### src/rtl/simd_mult_unit.sv
// Packed-lane unsigned multiplier. Each lane runs one shift-add step per clock.
// A lane product is the low DATA_W bits of op_a lane times op_b lane, and it is ready after DATA_W steps.
module simd_mult_unit #(
    parameter int DATA_W = 16,
    parameter int LANES  = 5
) (
    input  logic                    clk,
    input  logic                    rst,
    input  logic                    start,
    input  logic [LANES*DATA_W-1:0] op_a,
    input  logic [LANES*DATA_W-1:0] op_b,
    input  logic [4:0]              waddr_in,
    output logic                    busy,
    output logic                    done,
    output logic [LANES*DATA_W-1:0] result,
    output logic [4:0]              waddr_out,
    output logic                    reg_write_out
);

    localparam int CNT_W = (DATA_W > 1) ? $clog2(DATA_W) : 1;

    typedef enum logic [1:0] {
        IDLE,
        RUN,
        DONE
    } state_t;

    state_t           r_state;
    state_t           w_state_next;
    logic [CNT_W-1:0] r_cnt;
    logic [4:0]       r_waddr;
    logic             w_accept;
    logic             w_last;

    always_comb begin
        w_state_next = r_state;
        w_accept     = 1'b0;
        w_last       = 1'b0;
        case (r_state)
            IDLE: begin
                if (start) begin
                    w_accept     = 1'b1;
                    w_state_next = RUN;
                end
            end
            RUN: begin
                if (r_cnt == CNT_W'(DATA_W - 1)) begin
                    w_last       = 1'b1;
                    w_state_next = DONE;
                end
            end
            DONE: begin
                if (start) begin
                    w_accept     = 1'b1;
                    w_state_next = RUN;
                end else begin
                    w_state_next = IDLE;
                end
            end
            default: w_state_next = IDLE;
        endcase
    end

    always_ff @(posedge clk) begin
        if (rst) begin
            r_state <= IDLE;
            r_cnt   <= '0;
            r_waddr <= '0;
        end else begin
            r_state <= w_state_next;
            if (w_accept) begin
                r_cnt   <= '0;
                r_waddr <= waddr_in;
            end else if (r_state == RUN) begin
                r_cnt <= w_last ? '0 : r_cnt + CNT_W'(1);
            end
        end
    end

    assign busy          = (r_state == RUN);
    assign done          = (r_state == DONE);
    assign reg_write_out = (r_state == DONE);
    assign waddr_out     = r_waddr;

    // Lane 0 sits in the MSBs. Each lane keeps its own registered product, and that product changes only at the end of a run.
    genvar gi;
    generate
        for (gi = 0; gi < LANES; gi++) begin : g_lane
            localparam int LO = (LANES - 1 - gi) * DATA_W;

            logic [DATA_W-1:0] r_a;
            logic [DATA_W-1:0] r_b;
            logic [DATA_W-1:0] r_acc;
            logic [DATA_W-1:0] r_res;
            logic [DATA_W-1:0] w_addend;
            logic [DATA_W-1:0] w_sum;

            always_comb begin
                w_addend = r_b[r_cnt] ? (r_a << r_cnt) : '0;
                w_sum    = r_acc + w_addend;
            end

            always_ff @(posedge clk) begin
                if (rst) begin
                    r_a   <= '0;
                    r_b   <= '0;
                    r_acc <= '0;
                    r_res <= '0;
                end else if (w_accept) begin
                    r_a   <= op_a[LO +: DATA_W];
                    r_b   <= op_b[LO +: DATA_W];
                    r_acc <= '0;
                end else if (r_state == RUN) begin
                    r_acc <= w_sum;
                    if (w_last) begin
                        r_res <= w_sum;
                    end
                end
            end

            assign result[LO +: DATA_W] = r_res;
        end
    endgenerate

endmodule

### config.mk
export PLATFORM = sky130hd
export DESIGN_NAME = simd_mult_unit
export DESIGN_NICKNAME = d
export VERILOG_FILES = /design/src/rtl/simd_mult_unit.sv
export SDC_FILE = /design/constraint.sdc
export NUM_CORES = 1
export LEC_CHECK = 0
export CORE_AREA = 2 2 208 210
export CTS_BUF_LIST = sky130_fd_sc_hd__clkbuf_2
export CTS_CLUSTER_DIAMETER = 50
export CTS_CLUSTER_SIZE = 14
export DETAILED_ROUTE_END_ITERATION = 7
export DIE_AREA = 0 0 210 212
export PLACE_DENSITY = 0.67
export SLEW_MARGIN = 20
export SYNTH_ARGS = -nofsm -noshare
export SYNTH_HDL_FRONTEND = slang
export SYNTH_SLANG_ARGS = --single-unit
### constraint.sdc
create_clock -name clk -period 11.4 [get_ports clk]
set_input_delay 3.42 -clock clk [delete_from_list [all_inputs] [get_ports clk]]
set_output_delay 3.42 -clock clk [all_outputs]
set_load 0.05 [all_outputs]
==> metrics.txt, run 1 <==
outcome complete, no violations; Worst Setup Start Kind register; setup tns final 0 ps; Critical R2R Launch r_cnt[1]; Final WS setup 4480 ps; CP Max Fanout 25; Synth top cells by count nand2_1, a21oi_1, dfxtp_1, nor2_1, clkbuf_1; dpl ws 5100 ps; non-filler cells, final 3163; chip height 212 um; asr flop ratio synth 0%; vias 17606; Cells after DPL 3085; met1 Use GR 35.6%; PostCTS Resize Cnt 0; met2 Resource Use GR 38.2%; Post-synth top flop dfxtp_1; post-route ant nets 0; CTS Hold Bufs 0; Synth cell types 68; HP Class reg2reg; clk root buf clkbuf_2; Final Cycle Share 60.7%; post-synth top area share 35.1%; maximum clock rate 145 MHz; worst clock skew 83.5 ps; PortBufs 255; share of cells above drive strength 1 5.70%; grt ovf 0; Max H-tree Level 2; synthesis-to-layout area growth 17.2%; WP data required 7980 ps; worst skew pair latency 1040 ps; hold path cells 2; Routed WL per cell 18.0 um; gpl congestion 0.960; Syn Inst Count 2437; routed wire length 56800 um; FF-to-FF path depth 14; largest net degree at the start of global routing 126; Die ar. 44500 um^2; Synth area leaders dfxtp_1, nand2_1, a21oi_1, ha_1, mux2i_1; TritonCTS clock tree yes; register area share after synthesis 35.1%; DIE WIDTH 210 um; element type at the critical path end output port; CTS Buffer Depth 3; fin crit period 6920 ps; relative slew slack 30.1%; Worst Tran Pin Value 1050 ps; Final Max Tran Viols 0; Tot Pwr 2320 uW; clock sink count 331; Post-Syn Area per Cell 7.74 um^2; met3 Use GR 6.20%; num ports 256; initial antenna violation count 7; yosys warns 0; GRT Total Usage 25.2%; unrepaired setup endpoints after global routing no; Synthesized Nets 2686; Core ar. 42500 um^2; dpl hpwl 41300 um; First DRT Iteration DRCs 1362; Static Leak 0.00817 uW; kind of critical path reg2out; Nets 2832; clock slew at reported path FFs 200 ps; setup violators final 0; Starting Density 44.4%; Post-synth EDFFs 0; CTS buffer count 42; HP Start g_lane[1].r_b[5]; area of the mapped netlist 18900 um^2; Reg2Reg Setup Slack 6210 ps; number of global-route vias before repair 16455; worst vdd ir 0.0750 mV; GR peak layer met2; setup repair bufs after CTS 0; first-pass GRT wire length 89900 um; FF-to-FF End g_lane[2].r_acc[15]; number of max-cap violations 0; Hold Vio Cnt, Final 0; final core occ 52.0%; Yosys top cell by area dfxtp_1; Hold Path End g_lane[1].r_b[5]; DRC violations left 0; #FFs+latches synth 331; vias per cell 5.57; num rows 76; PwrDens 105 nW/um^2; top-count cell post-synth nand2_1; DR pass1 iterations 5; crit path DAT 3500 ps
-- registers in the layout (all words and copies together), names as in the netlist --
signal and cells:
g_lane.r_b 80, g_lane.r_a 80, r_state 2, waddr_out 5
r_cnt 4, g_lane.r_res 80, g_lane.r_acc 80
-- power breakdown --
group	switching [uW]	leakage, uW	total (uW)	internal [uW]
Sequential	34.5	0.00270	1230	1200
Clock	499	0.000349	738	239
Combinational	206	0.00513	353	147
-- cells by family (layout without fill, tap and decap cells) --
kind of cell	Yosys count	in the layout	share of synthesized area, %
simple gates	996	996	22.1
buf+inv	201	377	4.61
compound gates	633	633	20.0
mux	144	144	10.2
fa+ha+maj	81	81	5.57
xor+xnor	51	51	2.37
other cells	0	4	0
flops	331	331	35.1
-- worst max-delay path: stages, from the launching register on --
cell             delay (ps)
dfxtp_1                 580
nand2b_2                400
inv_2                   560
clkdlybuf4s50_1         910
-- metal layers --
layer	wire, um	part of all wire, %
met1	26900	47
met2	24100	42
met3	4550	8.0
met4	1260	2.2
met5	12	0.021
-- stage by stage --
stage | instance area [um^2] | hold slack, ps
floorplan | 18900 | 432
global placement | 21500 | 438
finish | 22100 | 468
CTS | 22100 | 467
detailed placement | 21500 | 443
global route | 22100 | 485
-- how the worst max path moves through the flow --
| stage | startpoint | cells past startpoint | endpoint | slack, ps |
|---|---|---|---|---|
| finish | r_state[0] | 3 | busy | 4480 |
| global route | r_state[0] | 3 | busy | 4320 |
| floorplan | r_state[1] | 5 | busy | 6400 |
| global placement | start | 6 | g_lane[0].r_acc[14] | 5090 |
| detailed placement | start | 6 | g_lane[0].r_acc[10] | 5100 |
| CTS | r_state[0] | 3 | busy | 4330 |
-- final cells by class --
cell class	instances	area (um^2)
Multi-Input combinational cell	1905	11400
Clock inverter	29	344
Timing Repair Buffer	272	2690
Clock buffer	45	225
Inverter	31	116
Sequential cell	331	6640
Tap cell	546	683
Antenna cell	4	10.0
Fill cell	4188	20400
-- cells in the final DEF, fill, tap and decap left out, drive strengths merged, types with 12 or more instances in the layout --
cell and n:
mux2i 93, o21ai 75, clkbuf 46, a21o 35
nor2 167, xnor2 35, a211oi 75, nand2 663
clkdlybuf4s50 254, dfxtp 331, nand3 43, mux2 16
buf 17, and2 14, nand3b 22, nand4 12
nand2b 15, ha 76, inv 44, a21oi 348
mux4 35, xor2 16
Power figures use the tool's default switching activity.
==> run 2, diff against run 1 <==
Clock period 11.4 ns to 6.75 ns, I/O delays scaled along.
==> run 2 against run 1 <==
  * Register-to-register slack got worse by 4400 ps
  * Flip-flop and latch count did not move
  * Sequential power rose by 70%
  * Clock-buffer cell count fell by 2
  * Global-route usage rose by 0.71 points
  * Combinational power rose by 73%
  * Total power rose by 66%
  * Via count rose by 2.3%
  * Clock skew rose by 28 ps
==> metrics.txt, run 2 (same netlist as run 1, synthesis figures left out) <==
outcome complete, no violations (unchanged); # fillers 4126 (was 4188); initial antenna violation count 2 (was 7); largest net degree at the start of global routing 117 (was 126); WP depth 4 (was 3); HP Start g_lane[2].r_res[6] (was g_lane[1].r_b[5]); maximum clock rate 176 MHz; CTS Buffer Depth 3 (unchanged); Final Max Tran Viols 0 (unchanged); Slowest Stage Delay on Critical Path 900 ps (was 910 ps); FF-to-FF End g_lane[4].r_res[14] (was g_lane[2].r_acc[15]); design area 22100 um^2 (about the same); Core ar. 42500 um^2 (unchanged); DR pass1 iterations 8 (was 5); vias per cell 5.70 (was 5.57); chip height 212 um (unchanged); CTS Hold Bufs 0 (unchanged); num ports 256 (unchanged); crit-path cells nand2b_2, inv_2, buf_4, clkdlybuf4s50_1 (was nand2b_2, inv_2, clkdlybuf4s50_1); Reg2Reg Setup Slack 1850 ps (was 6210 ps); CP Max Fanout 40 (was 25); Buf+Inv Stages, Crit Path 3 (was 2); Critical R2R Launch r_cnt[0] (was r_cnt[1]); num rows 76 (unchanged); Multi-input gate area 11400 um^2 (unchanged); slowest CP cell clkdlybuf4s50_1 (unchanged); post-route ant nets 0 (unchanged); dpl hpwl 43100 um (was 41300 um); TritonCTS clock tree yes (unchanged); element type at the critical path end output port (unchanged); hold path cells 2 (unchanged); Hold Vio Cnt, Final 0 (unchanged); synthesis-to-layout area growth 17.1% (was 17.2%); Hold Path End g_lane[2].r_res[6] (was g_lane[1].r_b[5]); FF/Latch Area 6640 um^2 (unchanged); Nets 2833 (was 2832); Sw Pwr 1240 uW (was 740 uW); Starting Density 44.4% (unchanged); PortBufs 255 (unchanged); setup violators final 0 (unchanged); family with the most delay on the worst path buffers and inverters (unchanged); kind of critical path reg2out (unchanged); Int Pwr 2620 uW (was 1580 uW); routed wire length 58700 um (was 56800 um); crit path DAT 3650 ps (was 3500 ps); clk root buf clkbuf_2 (unchanged); Switching Fraction 32.1% (was 31.8%); worst vdd ir 0.100 mV (was 0.0750 mV); Reg power frac 54.1% (was 53.0%); worst clock skew 111 ps (was 83.5 ps); unrepaired setup endpoints after global routing no (unchanged); Area after DPL 21600 um^2 (was 21500 um^2); HP Class reg2reg (unchanged); share of cells above drive strength 1 5.63% (was 5.70%); DRC violations left 0 (unchanged); Max H-tree Level 2 (unchanged); DIE WIDTH 210 um (unchanged); leading cell types in the layout, fill and taps excluded nand2_1, a21oi_1, dfxtp_1 (unchanged); clock power share 30.1% (was 31.8%); setup repair bufs after CTS 0 (unchanged); First DRT Iteration DRCs 1590 (was 1362); Routed WL per cell 18.6 um (was 18.0 um); WP data required 4720 ps (was 7980 ps); Worst Tran Pin Value 1080 ps (was 1050 ps); vias 18006 (was 17606); CTS buffer count 40 (was 42); worst skew pair latency 1060 ps (was 1040 ps); relative slew slack 27.7% (was 30.1%); PostCTS Resize Cnt 0 (unchanged); number of global-route vias before repair 16702 (was 16455); clock slew at reported path FFs 190 ps (was 200 ps); Comb pwr share 15.8% (was 15.2%); number of max-cap violations 0 (unchanged); commonest non-fill, non-tap cell in the layout nand2_1 (unchanged); gpl congestion 0.962 (was 0.960); Final Cycle Share 84.1%; GRT Total Usage 25.9% (was 25.2%); Worst Setup Start Kind register (unchanged); FF-to-FF path depth 14 (unchanged); fin crit period 5680 ps; setup tns final 0 ps (unchanged); Die ar. 44500 um^2 (unchanged); first-pass GRT wire length 92400 um (was 89900 um); grt ovf 0 (unchanged); PwrDens 175 nW/um^2 (was 105 nW/um^2); Static Leak 0.00816 uW (was 0.00817 uW); clock sink count 331 (unchanged)
-- run 2: cell count changes in the layout (fill, tap and decap cells not counted), sizes merged --
cell    delta
bufinv     -1
clkbuf     -2
clkinv     -1
diode      -2
inv        -3
buf        +3
-- run 2: power by group through the flow --
stage | combinational [uW] | clock [uW] | sequential (uW)
after floorplan | 382 | 0 | 2100
after global placement | 596 | 0 | 2120
after detailed placement | 601 | 0 | 2130
after CTS | 603 | 1210 | 2090
after global routing | 666 | 1280 | 2100
final | 610 | 1160 | 2090
-- run 2: worst max-delay path by stage --
stage	start	to	slack [ps]
final	r_state[0]	busy	1070
after global routing	r_state[0]	busy	850
after CTS	r_state[0]	busy	960
after detailed placement	r_cnt[0]	g_lane[4].r_res[14]	1930
after global placement	r_cnt[1]	g_lane[1].r_res[14]	2090
after floorplan	r_cnt[1]	g_lane[4].r_res[14]	2970
-- run 2: cell type report --
cell class              instances  area share [%]
multi-input cells            1905            51.6
flip-flops and latches        331            30.1
repair buffers                275            12.4
well taps                     546            3.09
clock inverters                24            1.31
clock buffers                  43           0.975
inverters                      31           0.527
diodes                          2          0.0227
-- run 2: per-layer routing --
layer / track usage, % / vias up / part of all wire, %
met4: 5.50 / 0 / 1.8
met1: 39.4 / 8448 / 48
met3: 4.22 / 82 / 7.6
met5: 0 / - / 0
li1: - / 8797 / -
met2: 38.4 / 679 / 42
-- run 2: per-stage QoR --
stage          hold slack [ps]  std cells  util, %  setup slack [ps]  power, uW
6_report                   467       3157     51.9              1070       3860
5_1_grt                    482       3157     51.9               847       4050
4_1_cts                    471       3155     51.9               955       3900
3_5_place_dp               446       3088     50.7              1930       2730
3_3_place_gp               443       3088     50.7              2090       2720
2_1_floorplan              432       2437        -              2970       2480
-- run 2: worst min-delay path: cells and delay by family (launching register included) --
family / cells / cell delay (ps)
AOI/OAI and AO/OA: 1 / 50
and+or+nand+nor: 1 / 50
DFF: 1 / 350
==> run 3, diff against run 2 <==
Clock period 6.75 ns to 5.75 ns, I/O delays scaled along.
==> run 3 against run 2 <==
  * Clock power is 7% higher
  * Sequential share of layout area is 0.051 points higher
  * Via count decreased by 0.98%
  * Largest power group unchanged
  * Flip-flop and latch count unchanged
  * Final cell count is essentially flat
  * Register-to-register slack got worse by 800 ps
  * Critical path type unchanged
  * Die area stayed put
  * Clock-buffer cell count fell by 2
==> metrics.txt, run 3 (same netlist as run 1, synthesis figures left out) <==
Routed WL per cell 18.6 um (about the same); crit-path cells nand2b_2, inv_2, buf_4, clkdlybuf4s50_1 (unchanged); grt ovf 0 (unchanged); Hold Vio Cnt, Final 0 (unchanged); slowest CP cell clkdlybuf4s50_1 (unchanged); leading cell types in the layout, fill and taps excluded nand2_1, a21oi_1, dfxtp_1 (unchanged); clk root buf clkbuf_2 (unchanged); commonest non-fill, non-tap cell in the layout nand2_1 (unchanged); Sw Pwr 1400 uW (was 1240 uW); CTS Hold Bufs 0 (unchanged); Int Pwr 3010 uW (was 2620 uW); Static Leak 0.00815 uW (was 0.00816 uW); outcome complete, no violations (unchanged); Worst Setup Start Kind register (unchanged); CTS Buffer Depth 3 (unchanged); HP Class reg2reg (unchanged); number of global-route vias before repair 16765 (was 16702); Core ar. 42500 um^2 (unchanged); num ports 256 (unchanged); worst clock skew 116 ps (was 111 ps); DIE WIDTH 210 um (unchanged); routed wire length 58600 um (was 58700 um); worst vdd ir 0.110 mV (was 0.100 mV); vias 17829 (was 18006); GRT Total Usage 26.1% (was 25.9%); Die ar. 44500 um^2 (unchanged); Comb pwr share 16.3% (was 15.8%); Starting Density 44.4% (unchanged); gpl congestion 0.929 (was 0.962); PwrDens 200 nW/um^2 (was 175 nW/um^2); Final Max Tran Viols 0 (unchanged); DRC violations left 0 (unchanged); worst skew pair latency 1090 ps (was 1060 ps); vias per cell 5.64 (was 5.70); num rows 76 (unchanged); synthesis-to-layout area growth 16.9% (was 17.1%); crit path DAT 3110 ps (was 3650 ps); largest net degree at the start of global routing 166 (was 117); CP Max Fanout 44 (was 40); number of max-cap violations 0 (unchanged); clock sink count 331 (unchanged); chip height 212 um (unchanged); Final Cycle Share 84.0%; first-pass GRT wire length 92100 um (was 92400 um); PortBufs 255 (unchanged); dpl hpwl 43200 um (was 43100 um); unrepaired setup endpoints after global routing no (unchanged); setup tns final 0 ps (unchanged); DR pass1 iterations 6 (was 8); TritonCTS clock tree yes (unchanged); Slowest Stage Delay on Critical Path 910 ps (was 900 ps); post-route worst hold slack 467 ps (about the same); setup repair bufs after CTS 0 (unchanged); Worst Tran Pin Value 1120 ps (was 1080 ps); CTS buffer count 38 (was 40); fin crit period 4830 ps; share of cells above drive strength 1 5.63% (unchanged); Max H-tree Level 2 (unchanged); post-route ant nets 0 (unchanged); clock power share 28.2% (was 30.1%); relative slew slack 25.4% (was 27.7%); initial antenna violation count 4 (was 2); First DRT Iteration DRCs 1372 (was 1590); clock slew at reported path FFs 200 ps (was 190 ps); kind of critical path reg2out (unchanged); PostCTS Resize Cnt 0 (unchanged); setup violators final 0 (unchanged); Switching Fraction 31.8% (was 32.1%); WP data required 4030 ps (was 4720 ps); Nets 2837 (was 2833); element type at the critical path end output port (unchanged); Reg power frac 55.6% (was 54.1%); Tot Pwr 4410 uW (was 3860 uW); maximum clock rate 207 MHz
-- run 3: final timing paths --
| kind | startpoint | end | slack, ps | cells after the start |
|---|---|---|---|---|
| max | r_state[0] | busy | 920 | 4 |
| min | g_lane[2].r_b[4] | g_lane[2].r_b[4] | 470 | 2 |
| max reg2reg | r_cnt[0] | g_lane[2].r_acc[15] | 1050 | 14 |
| min reg2reg | g_lane[2].r_b[4] | g_lane[2].r_b[4] | 470 | 2 |
-- run 3: layout make-up --
class | instances | area (um^2)
fillers | 4113 | 20500
multi-input cells | 1905 | 11400
flip-flops and latches | 331 | 6640
repair buffers | 281 | 2780
well taps | 546 | 683
clock inverters | 20 | 214
clock buffers | 41 | 205
inverters | 31 | 116
diodes | 4 | 10.0
-- run 3: power groups by stage --
stage | combinational (uW) | clock [uW] | sequential, uW
6_report | 717 | 1240 | 2450
3_3_place_gp | 702 | 0 | 2490
5_1_grt | 787 | 1380 | 2460
4_1_cts | 712 | 1290 | 2450
2_1_floorplan | 449 | 0 | 2460
3_5_place_dp | 710 | 0 | 2490
-- run 3: critical path: cells and delay by family (launching register included) --
family	cells	cell delay, ps
buffers and inverters	3	1410
flip-flops	1	540
AND/OR/NAND/NOR	1	110
-- run 3: per-layer routing --
layer,routed length [um],global-route usage [%],up-vias
met2,24700,38.5,588
li1,-,-,8794
met4,1310,6.99,2
met1,28500,38.6,8370
met3,4120,5.07,75
met5,18,0,-
-- run 3: through the flow --
step	util (%)	setup WS [ps]	area [um^2]	std cells
after global placement	50.8	1080	21600	3094
final	51.8	920	22000	3159
after floorplan	-	1970	18900	2437
after detailed placement	50.8	1170	21600	3094
after global routing	51.8	706	22000	3159
after CTS	51.8	828	22000	3155
==> patch: new RTL, flow settings as in run 1 <==
Reset style: asynchronous (`rst`), changed in 2 clocked blocks.
--- a/src/rtl/simd_mult_unit.sv
+++ b/src/rtl/simd_mult_unit.sv
@@ -62,5 +62,5 @@
     end
 
-    always_ff @(posedge clk) begin
+    always_ff @(posedge clk or posedge rst) begin
         if (rst) begin
             r_state <= IDLE;
@@ -101,5 +101,5 @@
             end
 
-            always_ff @(posedge clk) begin
+            always_ff @(posedge clk or posedge rst) begin
                 if (rst) begin
                     r_a   <= '0;
Formal check against the unedited RTL: differs if rst is asserted again (counterexample within 4 cycles, from zero or initial values and one cycle with rst high); with rst held inactive, the same outputs for 4 cycles.
==> patch against run 1 <==
Sequential cell count did not move; area after synthesis rose by 2.4%; wire length fell by 6.6%; sequential share of layout area rose by 6.5 points; non-clock buffer count fell by 1; setup slack improved by 0.76 ns; via count fell by 9.5%; final area rose by 2.6%; utilization rose by 1.4 points; register-to-register slack got worse by 0.15 ns; largest cell class unchanged.
Power is left out: the tool's default activity adds up to more than one toggle a clock period on the data nets, which glitch-free logic cannot reach.
==> patch: results (changes against run 1) <==
metric	value	unit	change
status	finished clean		unchanged
slew margin rel.	33.87	%	was 30.11%
Inverters	25		was 31
via density per instance	5.504		was 5.566
final hold slack	0.4982	ns	was 0.4679 ns
share of post-route cells with drive strength above 1	7.499	%	was 5.702%
min-delay src	g_lane[1].r_b[15]		was g_lane[1].r_b[5]
top cell types by occurrence after synthesis	nand2_1, dfrtp_1, nor2_1, a21oi_1, o21ai_0		was nand2_1, a21oi_1, dfxtp_1, nor2_1, clkbuf_1
worst r2r dst	g_lane[1].r_res[15]		was g_lane[2].r_acc[15]
Syn-to-layout area delta	17.43	%	was 17.19%
syn nets	2385		was 2686
total track usage	24.08	%	was 25.22%
Final Instance Count excl. Fillers	2895		was 3163
met2 WL	22070	um	was 24120 um
CP arrival	2.73	ns	was 3.50 ns
Setup WS pre-CTS	5.280	ns	was 5.096 ns
Final Net Count	2571		was 2832
Placement Cell Area	22150	um2	was 21510 um2
DP Cell Count	2826		was 3085
CTS Buf Count	39		was 42
Max FO, Critical Path	27		was 25
Distinct cells, synth	69		was 68
CP top delay family	buffers and inverters		unchanged
Ant. Diodes	2		was 4
bufs w/o clock	271		was 272
register-to-register setup slack	6.06	ns	was 6.21 ns
number of global-route vias before repair	15460		was 16.46k
DPL Wire Length	37240	um	was 41260 um
clk_skew	0.09870	ns	was 0.08355 ns
mux contribution to synthesized area	10.62	%	was 10.23%
fill count	3887		was 4188
fraction of area in multi-input gates	45.78	%	was 51.55%
Non-clock buffering overhead	11.98	%	was 12.16%
Final clock-cell share	2.196	%	was 2.576%
Synth Area in Adders	5.442	%	was 5.574%
multi-input gates	1654		was 1905
initial antenna violation count	5		was 7
post-synthesis sequential area ratio	42.89	%	was 35.14%
post-synth top area cell	dfrtp_1		was dfxtp_1
CLK BUF	43		was 45
Register Area	8295	um2	was 6639 um2
Met3 Routed Length	4153	um	was 4546 um
FFs w/ async S/R, synth	100.0	%	was 0%
Synth area leaders	dfrtp_1, nand2_1, ha_1		was dfxtp_1, nand2_1, a21oi_1
DR WL/cell	18.33	um	was 17.97 um
Final GP Congestion	0.8947		was 0.9602
worst skew pair latency	0.95	ns	was 1.04 ns
Clock transition at path regs	0.26	ns	was 0.20 ns
[patch: changes by cell type after synthesis, moves of 14 or more]
| cell | delta |
|---|---|
| nand2_1 | +66 |
| a21oi_1 | -242 |
| o21ai_0 | +14 |
| dfrtp_1 | +331 |
| clkbuf_1 | -32 |
| nand3b_1 | -22 |
| mux2i_1 | -29 |
| a22o_1 | +57 |
| nand3_1 | -34 |
| a211oi_1 | -27 |
| mux2_2 | +16 |
| dfxtp_1 | -331 |
| nor2_1 | -42 |
[patch: worst max path at each step]
stage                     startpoint                  end  slack [ns]  depth (start not counted)
final                     r_state[0]                 busy        5.25                          4
after global routing      r_state[0]                 busy        5.14                          4
after CTS                 r_state[0]                 busy        5.15                          4
after detailed placement       start  g_lane[1].r_acc[15]        5.28                          7
after global placement         start  g_lane[1].r_acc[15]        5.28                          7
after floorplan                  rst     g_lane[0].r_a[0]        3.56                          1
[patch: metal layers]
metal  up-vias  GRT usage [%]
li1       7703              -
met1      7627          36.90
met2       516          33.78
met3        83          5.938
met4         4          6.359
met5         -              0
